`config.mk`:
```
export PLATFORM = sky130hd
export DESIGN_NAME = top_level
export DESIGN_NICKNAME = d
export VERILOG_FILES = /design/src/rtl/top_level.sv
export SDC_FILE = /design/constraint.sdc
export NUM_CORES = 1
export LEC_CHECK = 0
export ABC_CLOCK_PERIOD_IN_PS = 6050
export CORE_MARGIN = 5
export CORE_UTILIZATION = 51
export DETAILED_ROUTE_END_ITERATION = 7
export HOLD_SLACK_MARGIN = 0.05
export PLACE_DENSITY = 0.83
export RECOVER_POWER = 50
export SLEW_MARGIN = 20
export SYNTH_ARGS = -nofsm -noshare
export SYNTH_HDL_FRONTEND = slang
export SYNTH_SLANG_ARGS = --single-unit
```
`constraint.sdc`:
```
create_clock -name CLK -period 6.05 [get_ports CLK]
set_input_delay 1.815 -clock CLK [delete_from_list [all_inputs] [get_ports CLK]]
set_output_delay 1.815 -clock CLK [all_outputs]
set_load 0.02 [all_outputs]
```
`src/rtl/top_level.sv`:
```
// Four-way stoplight controller with protected left-turn phases.
// Ports: CLK, rst (sync, active-low), eight presence inputs,
//   eight 2-bit light drives, 5-bit state code.
module top_level #(
   parameter int GREEN_TIME  = 8,
   parameter int YELLOW_TIME = 3
) (
   input  logic       CLK,
   input  logic       rst,
   input  logic       e_presence,
   input  logic       w_presence,
   input  logic       n_presence,
   input  logic       s_presence,
   input  logic       el_presence,
   input  logic       wl_presence,
   input  logic       nl_presence,
   input  logic       sl_presence,
   output logic [1:0] east,
   output logic [1:0] west,
   output logic [1:0] north,
   output logic [1:0] south,
   output logic [1:0] eastLeft,
   output logic [1:0] westLeft,
   output logic [1:0] northLeft,
   output logic [1:0] southLeft,
   output logic [4:0] state
);

   localparam logic [4:0] EW_G  = 5'd0;
   localparam logic [4:0] EW_Y  = 5'd1;
   localparam logic [4:0] NS_G  = 5'd2;
   localparam logic [4:0] NS_Y  = 5'd3;
   localparam logic [4:0] EWL_G = 5'd4;
   localparam logic [4:0] EWL_Y = 5'd5;
   localparam logic [4:0] NSL_G = 5'd6;
   localparam logic [4:0] NSL_Y = 5'd7;

   localparam logic [1:0] RED = 2'b00;
   localparam logic [1:0] YEL = 2'b01;
   localparam logic [1:0] GRN = 2'b10;

   localparam logic [7:0] G_LAST = 8'(GREEN_TIME - 1);
   localparam logic [7:0] Y_LAST = 8'(YELLOW_TIME - 1);

   logic [4:0] state_q;
   logic [4:0] state_d;
   logic [7:0] timer;
   logic [3:0] dem;
   logic [1:0] phase;
   logic       yellow;
   logic       compete;

   // Phase index: 0=EW, 1=NS, 2=EWL, 3=NSL; state code = {phase, yellow}.
   assign dem[0] = e_presence  | w_presence;
   assign dem[1] = n_presence  | s_presence;
   assign dem[2] = el_presence | wl_presence;
   assign dem[3] = nl_presence | sl_presence;

   assign phase   = state_q[2:1];
   assign yellow  = state_q[0];
   assign compete = |(dem & ~(4'b0001 << phase));

   // First phase after p in cyclic order with demand; p itself if none.
   // Scanning from the farthest back toward p+1 lets the nearest win.
   function automatic logic [1:0] next_phase(
      input logic [1:0] p,
      input logic [3:0] d
   );
      logic [1:0] q;
      next_phase = p;
      for (int k = 3; k >= 1; k--) begin
         q = p + 2'(k);
         if (d[q])
            next_phase = q;
      end
   endfunction

   always_comb begin
      state_d = state_q;
      if (!yellow) begin
         if (timer >= G_LAST && compete)
            state_d = {2'b00, phase, 1'b1};
      end else begin
         if (timer == Y_LAST)
            state_d = {2'b00, next_phase(phase, dem), 1'b0};
      end
   end

   always_ff @(posedge CLK) begin
      if (!rst) begin
         state_q <= EW_G;
         timer   <= 8'd0;
      end else begin
         state_q <= state_d;
         if (state_d != state_q)
            timer <= 8'd0;
         else if (timer != 8'hff)
            timer <= timer + 8'd1;
      end
   end

   assign state = state_q;

   always_comb begin
      east      = RED;
      west      = RED;
      north     = RED;
      south     = RED;
      eastLeft  = RED;
      westLeft  = RED;
      northLeft = RED;
      southLeft = RED;
      unique case (state_q)
         EW_G:  begin east = GRN; west = GRN; end
         EW_Y:  begin east = YEL; west = YEL; end
         NS_G:  begin north = GRN; south = GRN; end
         NS_Y:  begin north = YEL; south = YEL; end
         EWL_G: begin eastLeft = GRN; westLeft = GRN; end
         EWL_Y: begin eastLeft = YEL; westLeft = YEL; end
         NSL_G: begin northLeft = GRN; southLeft = GRN; end
         NSL_Y: begin northLeft = YEL; southLeft = YEL; end
         default: ;
      endcase
   end

endmodule

```
# After elaboration in Yosys (flattened, before gate mapping)
# Cells that the tools add are included.
[totals] out_inout_bits=21 regBits=13 input_bits=10 wordCells=48
[classes] order_cmp=4 eq_ne=10 shifts=1 add_sub_neg=4 reduce_logical=4 muxes=16 bitwise_logic=7
[op_table] cell="$eq 5x3->1 const B" count=4
[op_table] cell="$pmux 2 s2" count=4
[op_table] cell="$mux 5" count=3
[op_table] cell="$eq 5x2->1 const B" count=2
[op_table] cell="$lt 2x3->1 const B" count=3
[op_table] cell="$add 8x1->8 const B" count=1
[op_table] cell="$eq 8x2->1 const B" count=1
[op_table] cell="$ge 8x3->1 const B" count=1
[op_table] cell="$ne 8x8->1 const B" count=1
[op_table] cell="$bmux 1 s2" count=3
[op_table] cell="$mux 2" count=3
[op_table] cell="$eq 5x1->1 const B" count=1
[op_table] cell="$logic_not 5->1" count=1
[op_table] cell="$ne 5x5->1" count=1
[op_table] cell="$add 2x2->2 const B" count=2
[op_table] cell="$and 4x4->4" count=1
[op_table] cell="$not 4->4" count=1
[op_table] cell="$or 1x1->1" count=4
[op_table] cell="$reduce_or 4->1" count=1
[op_table] cell="$shl 1x2->4 const A" count=1
[op_table] cell="$mux 1" count=3
[op_table] cell="$add 2x1->2 const B" count=1
[op_table] cell="$reduce_or 2->1" count=1
[op_table] cell="$logic_and 1x1->1" count=1
[op_table] cell="$not 1->1" count=1

# Depth between registers and ports, before layout
[logic_depth] word_depth=10 depth_mapped=7 ltp_nobuf=6

# Least setup slack after synthesis
# OpenSTA, ideal clock, no wires.
[synth_path] kind="register to output" startpoint="register state_q[1], in the netlist state[1]" endpoint="output port south[0]" path_stages_with_launch=5 required_time_ns=4.235 arrival_ns=1.809 path_slack_ns=2.426 n_path_buf=2 cell_sequence="dfxtp_1 > clkbuf_1 > inv_1 > nor3_1 > buf_4"
[synth_via] elab_chain_len=2 word_cells_on_any_way=3 classes_between="eq/ne: 2; mux: 1"
[synth_lines] element="start, declared" line="45" rtl="logic [4:0] state_q;"
[synth_lines] element="start signal, assigned" line="94" rtl="state_q <= state_d;"
[synth_lines] element="$eq 5x2->1"
[synth_lines] element="$pmux 2 s2 *"
[synth_lines] element="end, declared" line="21" rtl="output logic [1:0] south,"
# Every way passes the cells marked *; elsewhere a longest branch is shown, timed or not.

# Worst setup path in the final report
[layout_path] startpoint="input port e_presence" endpoint="register timer[0]"
[layout_via] elab_chain_len=10 word_cells_on_any_way=18 classes_between="eq/ne: 1; mux: 12; bitwise: 2; reduce/logical: 3"
[layout_lines] element="start, declared" line="10" rtl="input logic e_presence,"
[layout_lines] element="$or 1x1->1 *" line="54" rtl="assign dem[0] = e_presence | w_presence;"
[layout_lines] element="$bmux 1 s2" line="73" rtl="if (d[q])"
[layout_lines] element="$mux 1 (implied by the code)" line="73"
[layout_lines] element="$mux 2 (3 in a row)" line="73"
[layout_lines] element="$mux 5" line="84" rtl="if (timer == Y_LAST)"
[layout_lines] element="$mux 5 *" line="80" rtl="if (!yellow) begin"
[layout_lines] element="$ne 5x5->1 *" line="95" rtl="if (state_d != state_q)"
[layout_lines] element="$reduce_or 2->1 (no source line) *"
[layout_lines] element="end signal, assigned" line="98" rtl="timer <= timer + 8'd1;"
[layout_lines] element="end, declared" line="47" rtl="logic [7:0] timer;"
# Every way passes the cells marked *; elsewhere a longest branch is shown, timed or not. The select of a mux whose other input is x is not followed.
# A chain may end at the register's enable or synchronous reset.

==> results.yml <==
power_and_ir_drop:
  clockPowerShare_pct: 31.6
  switching_share_pct: 25.86
  power_uw: 169.9
  leakagePower_nw: 0.4746
  seqPwrFrac_pct: 53.1
  switchingPower_uw: 43.92
  p_per_area_nw_per_um2: 127.6
  p_int_uw: 125.9
  comb_power_share_pct: 15.2
  ir_drop_mv: 0.1514
critical_path:
  cp_slowest_cell: "o311ai_0"
  slowest_delay_ns: 1.83
  regToRegEndpoint: "timer[0]"
  cpMostUsedCell: "nor2_1"
  rr_startpoint: "state[1]"
  cp.required_ns: 6.12
  path_buf_inv: 1
  critPathTopFamily: "compound AO/OA/AOI/OAI gates"
  cp-start-kind: "input port"
  rrSetupSlack_ns: 2.42
  critPathKind: "in -> reg"
  crit_fanout: 10
  arrival_ns: 4.69
  cp_cell_sequence: "dlygate4sd3_1, nor2_1, o2111a_1, o311ai_0, nor2_1"
  r2r_cells: 6
  endpoint_kind: "flop"
logic_synthesis:
  synth_edf_count: 0
  syn_area_per_cell_um2: 8.512
  synth_cells: 127
  async_flop_share_pct: 0
  yosysWarnings: 0
  syn_nets: 143
  ys_ff_latch: 13
  ys_seq_area_share_pct: 24.07
  yosys_most_used_dff: "dfxtp_1"
  synth_cell_types: 48
  syn_area_um2: 1081
final_layout:
  final_common_cell: "clkdlybuf4s50_1"
  nets: 166
  num_antenna_cells: 0
  multi_input_area_um2: 684.4
  area_growth_pct: 23.15
  n_fill_cell: 175
  final_cell_mix: "clkdlybuf4s50_1, nor2_1, dfxtp_1"
  seq_area_um2: 260.3
  layout-drive-gt1-share_pct: 13.42
  instances_no_fill: 176
sta:
  finalMaxSlewViolations: 11
  tightestPinTransition_ns: 2.310
  relSlewSlack_pct: -55.97
  finalHoldViolCount: 0
  clock-skew-final_ns: 0.005711
  rsz0062_at_grt: "no"
  final.setup.tns_ns: 0
  fmax_ghz: 0.2169
  holdWs_ns: 0.4691
  setup_violations: 0
  post-route-min-period_ns: 4.611
  period_share_pct: 76.22
global_route:
  grt_pass1_vias: 1003
  gr-usage-all-layers_pct: 17.27
  grt_pass1_wl_mm: 4.505
  overflow: 0
  grt_max_degree: 19
  antenna_found_initial: 0
placed_design:
  dp.cells: 172
  dpl.hpwl_mm: 1.952
  place_congestion: 0.9088
  io_buffer_count: 30
drt:
  routed_wl_mm: 2.535
  first_pass_iters: 4
  wire_per_inst_um: 14.40
  initialDrtViolationCount: 39
  remaining_drc_errors: 0
  num_vias: 1033
  ant_nets: 0
  viasPerCell: 5.869
run:
  drv_cap: 1
min_path:
  hp-class: "reg -> reg"
  whs_path_depth: 2
  min_from: "state[4]"
  holdPathEnd: "state[4]"
die:
  initial_core_util_pct: 54.55
  core_um2: 1982
  die_width_um: 56.04
  die_h_um: 56.04
  pin_count: 31
  num_rows: 16
  dieArea_um2: 3140
cts:
  root_buffer: "clkbuf_4"
  clock_latency_ns: 0.28
  cts_made_buffers: 3
  htree_levels: 1
  cts_tree: "done"
  postCtsSetupBuffers: 0
  clockBufferDepth: 2
  clk_pin_slew_worst_paths_ns: 0.07
  cts.sink_count: 13
  hold_buffers: 0
  cts_resized: 0
run_status:
  violations: "max-capacitance violations, max-slew violations"
  status: "finished, violations left"
worst max path at each step:
stage	start	end	slack (ns)	cells past startpoint
floorplan	state[1]	south[0]	2.43	4
global placement	s_presence	state[1]	2.40	5
detailed placement	state[1]	north[1]	2.36	3
CTS	state[1]	north[1]	2.03	3
global route	e_presence	timer[5]	1.18	5
finish	e_presence	timer[0]	1.44	5
sequential cells by signal, indices dropped and copies added (netlist names):
name	cells
state	5
timer	8
cell families after synthesis:
group	Yosys count	share of synthesized area [%]
and+or+nand+nor	59	31.83
AOI/OAI and AO/OA	27	22.45
buffers and inverters	19	11.00
DFF	13	24.07
adders and majority gates	6	6.944
xor gates and xnor gates	2	1.621
muxes	1	2.083
stage by stage:
stage	setup WS, ns	utilization, %	area [um2]
3_5_place_dp	2.365	66.73	1323
3_3_place_gp	2.403	66.73	1323
5_1_grt	1.180	67.17	1331
4_1_cts	2.033	68.06	1349
2_1_floorplan	2.426	-	1081
6_report	1.439	67.17	1331
power by group through the flow:
stage	sequential [mW]	combinational, mW	clock (mW)
2_1_floorplan	0.0916	0.0152	0
5_1_grt	0.0907	0.0282	0.0611
3_5_place_dp	0.0922	0.0267	0
6_report	0.0903	0.0259	0.0537
4_1_cts	0.0903	0.0268	0.0562
3_3_place_gp	0.0921	0.0259	0
per-layer routing:
layer / global-route usage, % / vias up / share of wire (%)
met2: 27.71 / 39 / 48
met3: 6.265 / 4 / 6.8
li1: - / 512 / -
met1: 21.50 / 478 / 44
met5: 0 / - / 0
met4: 5.085 / 0 / 0.71
worst register-to-register path, delay by kind of cell (launching register included):
kind,cells,cell delay (ns)
adder cells (fa/ha/maj),1,0.25
AND/OR/NAND/NOR,1,0.12
AO/OA/AOI/OAI,3,2.12
buffers and inverters,1,0.24
flip-flops,1,0.69
layout make-up:
| class | count | share of cell area, % |
|---|---|---|
| Clock buffer | 4 | 1.974 |
| Inverter | 7 | 1.974 |
| Multi-Input combinational cell | 95 | 51.41 |
| Sequential cell | 13 | 19.55 |
| Tap cell | 27 | 2.538 |
| Timing Repair Buffer | 30 | 22.56 |
cell usage after synthesis, drive strengths merged, types with 2 or more instances:
cell type / number / area share (%)
a211oi: 5 / 4.9
a21oi: 4 / 1.9
and2: 2 / 1.3
and3: 2 / 1.3
buf: 9 / 6.6
clkbuf: 3 / 2.0
dfxtp: 13 / 24
ha: 6 / 6.9
inv: 7 / 2.4
nand2: 4 / 1.4
nand3: 4 / 1.9
nor2: 17 / 5.9
nor3: 13 / 8.0
nor3b: 2 / 1.4
nor4b: 2 / 1.6
o211ai: 2 / 1.4
o21ai: 2 / 0.93
o21bai: 3 / 2.1
o311ai: 2 / 3.2
o41ai: 2 / 1.6
or2: 2 / 1.2
or3: 3 / 1.7
Power figures use the tool's default switching activity.
